## src/rtl/assert_time_multi.sv

```systemverilog
// assert_time_multi: per-channel timed window checker with start policy, coverage pulses and saturating error count
module assert_time_multi #(
  parameter int NUM_CH = 4,
  parameter int NUM_CKS = 2,
  parameter int ACTION_ON_NEW_START = 0,
  parameter int ERR_CNT_W = 8
) (
  input  logic                 clk,
  input  logic                 reset,
  input  logic [NUM_CH-1:0]    start_event,
  input  logic [NUM_CH-1:0]    test_expr,
  output logic [NUM_CH-1:0]    window,
  output logic [NUM_CH-1:0]    fire_test,
  output logic [NUM_CH-1:0]    fire_start,
  output logic                 fire_any,
  output logic [ERR_CNT_W-1:0] err_cnt,
  output logic [NUM_CH-1:0]    cov_open,
  output logic [NUM_CH-1:0]    cov_close,
  output logic [NUM_CH-1:0]    cov_restart
);
  localparam int CW = $clog2(NUM_CKS + 1);
  localparam int SW = ERR_CNT_W + 7;
  localparam bit POL_OK = ACTION_ON_NEW_START >= 0 && ACTION_ON_NEW_START <= 2;
  localparam int POL = POL_OK ? ACTION_ON_NEW_START : 0;
  if (!POL_OK) begin : g_bad_policy
    $error("assert_time_multi: illegal ACTION_ON_NEW_START=%0d, using ignore policy", ACTION_ON_NEW_START);
  end
  typedef enum logic {IDLE, ACTIVE} state_t;
  state_t state_q [NUM_CH];
  state_t state_d [NUM_CH];
  logic [CW-1:0] cnt_q [NUM_CH];
  logic [CW-1:0] cnt_d [NUM_CH];
  logic [NUM_CH-1:0] fire_test_q, fire_test_d, fire_start_q, fire_start_d;
  logic [NUM_CH-1:0] cov_open_q, cov_open_d, cov_close_q, cov_close_d, cov_restart_q, cov_restart_d;
  logic fire_any_q, fire_any_d;
  logic [ERR_CNT_W-1:0] err_cnt_q, err_cnt_d;
  logic [SW-1:0] err_sum;
  always_comb begin
    fire_test_d = '0;
    fire_start_d = '0;
    cov_open_d = '0;
    cov_close_d = '0;
    cov_restart_d = '0;
    for (int i = 0; i < NUM_CH; i++) begin
      state_d[i] = state_q[i];
      cnt_d[i] = cnt_q[i];
      window[i] = state_q[i] == ACTIVE;
      if (state_q[i] == IDLE) begin
        if (start_event[i]) begin
          state_d[i] = ACTIVE;
          cnt_d[i] = CW'(NUM_CKS);
          cov_open_d[i] = 1'b1;
        end
      end else begin
        fire_test_d[i] = !test_expr[i];
        fire_start_d[i] = POL == 2 && start_event[i];
        if (POL == 1 && start_event[i]) begin
          cnt_d[i] = CW'(NUM_CKS);
          cov_restart_d[i] = 1'b1;
        end else if (cnt_q[i] == CW'(1)) begin
          state_d[i] = IDLE;
          cnt_d[i] = '0;
          cov_close_d[i] = 1'b1;
        end else begin
          cnt_d[i] = cnt_q[i] - CW'(1);
        end
      end
    end
    fire_any_d = |{fire_test_d, fire_start_d};
    // wide sum so several channels failing together still saturates correctly
    err_sum = SW'(err_cnt_q) + SW'($countones({fire_test_d, fire_start_d}));
    err_cnt_d = |err_sum[SW-1:ERR_CNT_W] ? '1 : err_sum[ERR_CNT_W-1:0];
  end
  always_ff @(posedge clk) begin
    if (reset) begin
      for (int i = 0; i < NUM_CH; i++) begin
        state_q[i] <= IDLE;
        cnt_q[i] <= '0;
      end
      fire_test_q <= '0;
      fire_start_q <= '0;
      cov_open_q <= '0;
      cov_close_q <= '0;
      cov_restart_q <= '0;
      fire_any_q <= 1'b0;
      err_cnt_q <= '0;
    end else begin
      for (int i = 0; i < NUM_CH; i++) begin
        state_q[i] <= state_d[i];
        cnt_q[i] <= cnt_d[i];
      end
      fire_test_q <= fire_test_d;
      fire_start_q <= fire_start_d;
      cov_open_q <= cov_open_d;
      cov_close_q <= cov_close_d;
      cov_restart_q <= cov_restart_d;
      fire_any_q <= fire_any_d;
      err_cnt_q <= err_cnt_d;
    end
  end
  assign fire_test = fire_test_q;
  assign fire_start = fire_start_q;
  assign fire_any = fire_any_q;
  assign err_cnt = err_cnt_q;
  assign cov_open = cov_open_q;
  assign cov_close = cov_close_q;
  assign cov_restart = cov_restart_q;
endmodule

```

## config.mk

```make
export PLATFORM = sky130hd
export DESIGN_NAME = assert_time_multi
export DESIGN_NICKNAME = d
export VERILOG_FILES = /design/src/rtl/assert_time_multi.sv
export SDC_FILE = /design/constraint.sdc
export NUM_CORES = 1
export LEC_CHECK = 0
export BUFFER_PORTS_ARGS = -buffer_cell sky130_fd_sc_hd__buf_2
export CORE_UTILIZATION = 40
export DETAILED_ROUTE_END_ITERATION = 6
export REMOVE_ABC_BUFFERS = 1
export SETUP_SLACK_MARGIN = 0.5
export SYNTH_ARGS = -nofsm -noshare
export SYNTH_HDL_FRONTEND = slang
export SYNTH_SLANG_ARGS = --single-unit
```

## constraint.sdc

```tcl
create_clock -name clk -period 3.9 [get_ports clk]
set_clock_uncertainty 0.2 [all_clocks]
set_input_delay 0.39 -clock clk [delete_from_list [all_inputs] [get_ports clk]]
set_output_delay 0.39 -clock clk [all_outputs]
set_load 0.02 [all_outputs]
```

==> flow_metrics.py, run 1 <==
metrics = {
    "run_status": {
        "status": "completed",
    },
    "routing": {
        "first_pass_iters": 2,
        "wl_per_cell_um": 10.36,
        "met3_length_um": 174,
        "wl_met2_um": 1025,
        "routed.top_layer": "met4",
        "via_per_inst": 4.522,
        "drt-total-wl_um": 2320,
        "wl_met1_um": 1069,
        "drc": 0,
        "drt_iter0_markers": 34,
        "ant_nets": 0,
        "num_vias": 1013,
    },
    "pwr": {
        "ir_drop_v": 0.0001693,
        "p_leak_nw": 0.7713,
        "cellPowerDensity_nw_per_um2": 415.6,
    },
    "layout": {
        "fillCellCount": 360,
        "regArea_um2": 660.6,
        "final_nets": 195,
        "final_cell_mix": "buf_2, dfxtp_1, nor2_1",
        "final_common_cell": "buf_2",
        "syn2layout_area_growth_pct": 15.31,
        "drive_above_1_share": 0.2584,
        "antennaDiodeCount": 0,
        "multi_input_area_um2": 630.6,
    },
    "timing": {
        "timing.final.crit_share": 0.7937,
        "tightest_slew_ns": 0.5514,
        "finalHoldViolCount": 0,
        "min_period_ns": 3.095,
        "setup_violations": 0,
        "worst_slack_ns": 0.8046,
        "slew-limit-headroom": 0.6324,
        "drv_slew": 0,
        "clock.fmax_mhz": 323.1,
        "rsz0062_at_grt": "false",
        "setup_tns_ns": 0,
        "hold-worst-slack_ns": 0.02290,
    },
    "yosys": {
        "netlist_instances": 145,
        "synth_area_per_cell_um2": 9.751,
        "async_flop_share": 0,
        "ys_warn_count": 0,
        "ys.flop_type": "dfxtp_1",
        "yosysSeqAreaShare": 0.4673,
        "synth_top_area_share": 0.4673,
        "synth_seq_cells": 33,
        "synth_top_cell_by_area": "dfxtp_1",
        "synth_area_um2": 1414,
        "yosysUniqueCellTypes": 30,
        "synth_edf_count": 0,
        "synth.area.top_cells": "dfxtp_1, buf_4, nor2_1",
    },
    "worst_setup_path": {
        "crit_required_ns": 3.96,
        "endpoint_kind": "flip-flop",
        "r2r_slack_ns": 0.94,
        "critPathMaxFanout": 4,
        "crit_path_start_kind": "primary input",
        "critPathArrivalTime_ns": 3.15,
        "crit_type": "in -> reg",
    },
    "cts": {
        "clkTransAtPathRegs_ns": 0.10,
        "clock_latency_ns": 0.33,
        "post_cts_buffers": 0,
        "cts-root-buf": "clkbuf_4",
        "cts_buffers": 5,
        "tritoncts": "done",
        "cts.sinks": 33,
        "htree_levels": 2,
        "cts_max_path_buffers": 2,
    },
    "floorplanning": {
        "ios": 43,
        "die_area_um2": 3776,
        "start_util": 0.4204,
        "die_y_um": 61.45,
        "die_x_um": 61.45,
        "core_area_um2": 3363,
        "row_count": 21,
    },
    "global_routing": {
        "grt_max_degree": 34,
        "gr-total-overflow": 0,
        "antenna_found_initial": 0,
        "grt_pass1_vias": 833,
        "grt_pass1_wl_um": 3629,
        "grt_usage": 0.1383,
    },
    "place": {
        "dpl.hpwl_um": 1586,
        "place_congestion": 0.7295,
        "post-place-ws_ns": 0.9673,
        "portBuffers": 34,
    },
    "job": {
        "maxCapViolCount": 0,
    },
    "min_path": {
        "hp-class": "in -> reg",
    },
}
logic make-up after synthesis:
family,share of synthesized area
buf+inv,0.1053
other cells,0.002652
fa+ha+maj,0.08673
simple gates,0.2080
compound gates,0.07611
flops,0.4673
xor+xnor,0.01859
mux,0.03540
flip-flops by register name (all words and copies together) (netlist names):
| name | cells |
|---|---|
| cnt_q | 8 |
| err_cnt | 8 |
| cov_close | 4 |
| cov_open | 4 |
| fire_test | 4 |
| state_q | 4 |
| fire_any | 1 |
path summary, 6_finish.rpt:
kind                                    from           end  cells past startpoint
worst min-delay path            test_expr[2]  fire_test[2]                      2
worst max-delay path            test_expr[0]    err_cnt[6]                     12
worst min register to register   cnt_q[3][0]   cnt_q[3][0]                      2
worst max register to register    state_q[0]    err_cnt[6]                     10
per-layer routing:
layer,track usage,up-vias
met3,0.06933,5
met1,0.1593,455
met2,0.2096,30
li1,-,523
met5,0,-
met4,0.07619,0
synth_stat cells (2+ instances only):
cell type,count
a211oi_1,3
a21oi_1,10
and3b_1,3
buf_2,2
buf_4,12
clkbuf_1,5
dfxtp_1,33
fa_1,3
ha_1,5
inv_1,8
mux2i_1,5
nand2b_1,2
nand3_1,2
nor2_1,23
nor2b_1,2
nor3_1,3
nor3b_1,9
o21ai_0,2
xor2_1,2
worst max-delay path: stages:
cell,delay [ns]
dlygate4sd3_1,0.53
buf_2,0.13
nor2b_1,0.20
fa_1,0.45
inv_1,0.08
fa_1,0.20
inv_1,0.06
fa_1,0.39
and3_4,0.21
and2_4,0.17
and4b_1,0.18
nor3_1,0.16
repair_timing:
action / in CTS / in global routing
endpoints found under the hold margin: 2 / 1
gates resized for setup: 0 / 0
hold buffers: 2 / 1
area by class of cell:
cell class / count / area share
Clock buffer: 6 / 0.02533
Timing Repair Buffer: 37 / 0.1228
Multi-Input combinational cell: 92 / 0.3868
Inverter: 8 / 0.01842
Tap cell: 46 / 0.03530
Clock inverter: 2 / 0.006140
Sequential cell: 33 / 0.4052
through the flow:
stage	cell area (um2)	total power, mW	std cells	util
6_report	1630	0.6776	224	0.4847
5_1_grt	1630	0.7255	224	0.4847
4_1_cts	1620	0.6889	223	0.4818
3_5_place_dp	1549	0.5027	213	0.4606
3_3_place_gp	1549	0.5004	213	0.4606
2_1_floorplan	1321	0.4645	133	-
power breakdown:
group | switching, mW | internal, mW | total, mW
clock | 0.113 | 0.0686 | 0.181
combinational | 0.0693 | 0.0478 | 0.117
sequential | 0.0193 | 0.360 | 0.379
(Power assumes the default switching activity.)
==> run 2: changes to the inputs <==
--- a/config.mk
+++ b/config.mk
@@ -8,6 +8,7 @@
 export BUFFER_PORTS_ARGS = -buffer_cell sky130_fd_sc_hd__buf_2
 export CORE_UTILIZATION = 40
 export DETAILED_ROUTE_END_ITERATION = 6
+export PLACE_DENSITY = 0.67
 export REMOVE_ABC_BUFFERS = 1
 export SETUP_SLACK_MARGIN = 0.5
 export SYNTH_ARGS = -nofsm -noshare
==> constraint.sdc (replaced) <==
create_clock -name clk -period 2.7 [get_ports clk]
set_clock_uncertainty 0.2 [all_clocks]
set_input_delay 0.27 -clock clk [delete_from_list [all_inputs] [get_ports clk]]
set_output_delay 0.27 -clock clk [all_outputs]
set_load 0.02 [all_outputs]
==> flow_metrics.py, run 2 (same netlist as run 1, synthesis figures left out) <==
metrics = {
    "run_status": {
        "status": "completed",
    },
    "routing": {
        "drt-total-wl_um": 2561,
        "via_per_inst": 4.590,
        "wl_per_cell_um": 10.94,
        "drt_iter0_markers": 43,
        "num_vias": 1074,
        "drc": 0,
        "ant_nets": 0,
        "first_pass_iters": 4,
    },
    "global_routing": {
        "grt_pass1_wl_um": 4084,
        "antenna_found_initial": 0,
        "grt_max_degree": 34,
        "gr-total-overflow": 0,
        "grt_usage": 0.1511,
        "grt_pass1_vias": 1004,
    },
    "floorplanning": {
        "core_area_um2": 3363,
        "die_x_um": 61.45,
        "die_area_um2": 3776,
        "start_util": 0.4204,
        "ios": 43,
        "row_count": 21,
        "die_y_um": 61.45,
    },
    "place": {
        "placed_cell_area_um2": 1579,
        "portBuffers": 34,
        "dpl.hpwl_um": 1720,
        "post-place-ws_ns": -0.07909,
        "place_congestion": 0.6793,
    },
    "timing": {
        "drv_slew": 0,
        "slew-limit-headroom": 0.5864,
        "clock.fmax_mhz": 384.2,
        "tightest_slew_ns": 0.6204,
        "timing.final.crit_share": 0.9641,
        "min_period_ns": 2.603,
        "finalHoldViolCount": 0,
        "worst_slack_ns": 0.09701,
        "rsz0062_at_grt": "true",
        "setup_violations": 0,
    },
    "layout": {
        "final_common_cell": "buf_2",
        "drive_above_1_share": 0.3670,
        "utilization": 0.5339,
        "syn2layout_area_growth_pct": 26.99,
        "final_cell_mix": "buf_2, dfxtp_1, nor2_1",
        "final_nets": 205,
        "design_area_um2": 1795,
        "antennaDiodeCount": 0,
    },
    "job": {
        "maxCapViolCount": 0,
    },
    "worst_setup_path": {
        "critPathMaxFanout": 5,
        "crit_path_start_kind": "flip-flop",
        "critPathArrivalTime_ns": 2.66,
        "crit_start": "state_q[2]",
        "crit_required_ns": 2.76,
        "rr_startpoint": "state_q[2]",
        "endpoint_kind": "flip-flop",
        "crit_type": "reg -> reg",
    },
    "pwr": {
        "p_leak_nw": 0.8256,
        "total_power_mw": 1.014,
        "p_sw_frac": 0.2898,
        "power.internal_mw": 0.7203,
        "pwr-share-comb": 0.215,
        "ir_drop_v": 0.0002563,
        "seqPwrFrac": 0.537,
        "switchingPower_mw": 0.2939,
        "clock_power_share": 0.249,
        "cellPowerDensity_nw_per_um2": 564.8,
    },
    "cts": {
        "cts_buffers": 5,
        "clkTransAtPathRegs_ns": 0.09,
        "cts-root-buf": "clkbuf_4",
        "htree_levels": 2,
        "cts_max_path_buffers": 2,
        "clock_latency_ns": 0.32,
        "tritoncts": "done",
        "cts.sinks": 33,
    },
    "min_path": {
        "hp-class": "in -> reg",
        "min_from": "start_event[2]",
    },
}
[run 2: cell count changes in the layout (fill, tap and decap cells not counted), sizes merged]
cell / previous run / this run
buf: 34 / 43
clkbuf: 6 / 8
clkinv: 2 / 0
dlygate4sd3: 3 / 4
[run 2: power groups by stage]
stage	sequential (mW)	combinational [mW]	clock, mW
floorplan	0.585	0.0855	0
global placement	0.552	0.176	0
detailed placement	0.554	0.183	0
CTS	0.544	0.206	0.264
global route	0.550	0.245	0.287
finish	0.544	0.218	0.252
[run 2: per-stage QoR]
stage | instances | hold WS [ns] | setup TNS [ns]
after floorplan | 133 | 0.1391 | -0.6001
after global placement | 217 | 0.2467 | 0
after detailed placement | 217 | 0.2498 | -0.1468
after CTS | 232 | 0.01048 | 0
after global routing | 234 | 0.01478 | -0.01362
final | 234 | 0.02658 | 0
[run 2: critical path, stage by stage (launching register included)]
cell	delay (ns)
dfxtp_2	0.33
nor2b_4	0.12
fa_1	0.52
inv_2	0.05
fa_2	0.36
inv_2	0.06
fa_2	0.20
and3_4	0.18
and2_4	0.18
nand4_4	0.17
a21oi_2	0.17
[run 2: routing by layer]
layer / track usage / vias to the layer above / share of wire
met5: 0 / - / 0
met4: 0.06667 / 0 / 0.0098
met3: 0.05252 / 3 / 0.063
met2: 0.2702 / 32 / 0.51
met1: 0.1606 / 491 / 0.41
li1: - / 548 / -
[run 2: path summary, 6_finish.rpt]
path	end	slack, ns	cells after the start
max reg2reg	err_cnt[5]	0.1	10
min reg2reg	cnt_q[1][0]	0.35	2
min	cov_open[2]	0.03	2
max	err_cnt[5]	0.1	10
[run 2: what timing repair did]
item | in CTS | in global routing
gates resized for setup | 17 | 7
endpoints found under the setup margin | 8 | 8
hold buffers | 4 | 0
gates cloned | 0 | 0
hold endpoints to repair | 4 | 0
setup buffers | 3 | 2
pin swaps | 5 | 9
[run 2: area by class of cell]
type,count,area [um2]
Clock buffer,8,48.80
Inverter,8,30.03
Sequential cell,33,663.1
Tap cell,46,57.56
Fill cell,339,1568
Timing Repair Buffer,47,281.5
Multi-Input combinational cell,92,714.4
==> run 3: changes to the inputs <==
--- a/config.mk
+++ b/config.mk
@@ -8,7 +8,7 @@
 export BUFFER_PORTS_ARGS = -buffer_cell sky130_fd_sc_hd__buf_2
 export CORE_UTILIZATION = 40
 export DETAILED_ROUTE_END_ITERATION = 6
-export PLACE_DENSITY = 0.67
+export PLACE_DENSITY_LB_ADDON = 0.2
 export REMOVE_ABC_BUFFERS = 1
 export SETUP_SLACK_MARGIN = 0.5
 export SYNTH_ARGS = -nofsm -noshare
==> flow_metrics.py, run 3 (same netlist as run 1, synthesis figures left out) <==
metrics = {
    "routing": {
        "num_vias": 1093,
        "wl_per_cell_um": 11.34,
        "drt_iter0_markers": 36,
        "first_pass_iters": 4,
        "drt-total-wl_um": 2687,
        "drc": 0,
        "via_per_inst": 4.612,
        "ant_nets": 0,
    },
    "layout": {
        "antennaDiodeCount": 0,
        "drive_above_1_share": 0.3613,
        "utilization": 0.5409,
        "final_common_cell": "buf_2",
        "final_nets": 208,
        "syn2layout_area_growth_pct": 28.67,
        "stdcell_count": 237,
        "final_cell_mix": "buf_2, dfxtp_1, nor2_1",
    },
    "min_path": {
        "min_from": "start_event[3]",
        "hold_depth": 2,
        "hp-class": "in -> reg",
        "min_to": "cov_open[3]",
    },
    "pwr": {
        "power.internal_mw": 0.7124,
        "p_sw_frac": 0.2945,
        "ir_drop_v": 0.0002903,
        "seqPwrFrac": 0.541,
        "pwr-share-comb": 0.206,
        "cellPowerDensity_nw_per_um2": 555.0,
        "clock_power_share": 0.253,
        "p_leak_nw": 0.8465,
        "switchingPower_mw": 0.2973,
    },
    "timing": {
        "timing.final.crit_share": 0.9464,
        "drv_slew": 0,
        "rsz0062_at_grt": "true",
        "finalHoldViolCount": 0,
        "slew-limit-headroom": 0.5855,
        "clock.fmax_mhz": 391.4,
        "tightest_slew_ns": 0.6218,
        "min_period_ns": 2.555,
        "setup_violations": 0,
    },
    "floorplanning": {
        "row_count": 21,
        "core_area_um2": 3363,
        "die_y_um": 61.45,
        "ios": 43,
        "start_util": 0.4204,
        "die_x_um": 61.45,
        "die_area_um2": 3776,
    },
    "place": {
        "dp_cells": 217,
        "place_congestion": 0.7207,
        "portBuffers": 34,
        "dpl.hpwl_um": 1649,
    },
    "cts": {
        "cts-root-buf": "clkbuf_4",
        "cts.sinks": 33,
        "cts_max_path_buffers": 2,
        "clock_latency_ns": 0.33,
        "tritoncts": "done",
        "htree_levels": 2,
        "cts_buffers": 5,
        "clkTransAtPathRegs_ns": 0.10,
    },
    "worst_setup_path": {
        "r2r_cells": 10,
        "r2r_slack_ns": 0.14,
        "crit_required_ns": 2.75,
        "crit_type": "reg -> reg",
        "crit_path_start_kind": "flip-flop",
        "endpoint_kind": "flip-flop",
        "r2r-end": "err_cnt[1]",
        "rr_startpoint": "state_q[0]",
        "critPathArrivalTime_ns": 2.61,
        "critPathMaxFanout": 5,
    },
    "global_routing": {
        "grt_usage": 0.1581,
        "antenna_found_initial": 0,
        "gr-total-overflow": 0,
        "grt_max_degree": 34,
        "grt_pass1_vias": 948,
        "grt_pass1_wl_um": 4243,
    },
    "job": {
        "maxCapViolCount": 0,
    },
    "run_status": {
        "status": "completed",
    },
}
==> run 3: cell count changes in the layout (fill, tap and decap cells not counted), sizes merged <==
cell | previous run | this run
dlygate4sd3 | 4 | 7
clkbuf | 8 | 6
clkinv | 0 | 2
==> run 3: how the worst max path moves through the flow <==
stage,end,depth (start not counted),from
final,err_cnt[1],10,state_q[0]
after global routing,err_cnt[6],10,state_q[0]
after CTS,err_cnt[2],10,state_q[0]
after detailed placement,err_cnt[6],11,test_expr[0]
after global placement,err_cnt[6],11,test_expr[0]
after floorplan,err_cnt[6],10,state_q[0]
==> run 3: repair_timing <==
item                                    4_1_cts  5_1_grt
gates resized for setup                      14        7
hold buffers                                  6        1
endpoints found under the setup margin        8        8
pin swaps                                     4        2
cloned                                        0        0
buffers inserted                              3        2
endpoints found under the hold margin         6        1
==> run 3: worst max-delay path, cell delays in order (launching register included) <==
cell	delay [ns]
dfxtp_2	0.33
nor2b_4	0.12
fa_1	0.49
inv_1	0.05
fa_2	0.35
inv_2	0.06
fa_2	0.19
and3_4	0.18
and2_4	0.17
nand4_4	0.15
a21oi_1	0.17
==> run 3: layer usage <==
| layer | part of all wire | up-vias | wire length, um | track usage |
|---|---|---|---|---|
| li1 | - | 553 | - | - |
| met1 | 0.42 | 503 | 1137 | 0.1852 |
| met2 | 0.51 | 33 | 1383 | 0.2624 |
| met3 | 0.053 | 4 | 142 | 0.05672 |
| met4 | 0.0086 | 0 | 23 | 0.06667 |
| met5 | 0 | - | 0 | 0 |
==> run 3: area by class of cell <==
class	instances	area, um2
timing repair buffer	50	311.5
clock inverter	2	10.01
clock buffer	6	41.29
multi-input combinational	92	705.7
inverter	8	30.03
fill	350	1544
sequential	33	663.1
tap	46	57.56
==> run 3: stage by stage <==
stage | hold WS [ns] | TNS, ns | setup slack (ns) | area [um2] | total power [mW]
6_report | 0.02835 | 0 | 0.1448 | 1819 | 1.010
5_1_grt | 0.01473 | 0 | 0.01408 | 1819 | 1.082
4_1_cts | 0.009066 | 0 | 0.1649 | 1767 | 1.017
3_5_place_dp | 0.2448 | -0.007470 | -0.007470 | 1579 | 0.7360
3_3_place_gp | 0.2456 | 0 | 0.03365 | 1579 | 0.7299
2_1_floorplan | 0.1391 | -0.6001 | -0.1701 | 1321 | 0.6710
==> run 3: power groups by stage <==
stage / clock network [mW] / logic, mW / registers, mW
floorplan: 0 / 0.0855 / 0.585
global placement: 0 / 0.175 / 0.555
detailed placement: 0 / 0.180 / 0.556
CTS: 0.269 / 0.201 / 0.547
global route: 0.297 / 0.232 / 0.553
finish: 0.255 / 0.208 / 0.547
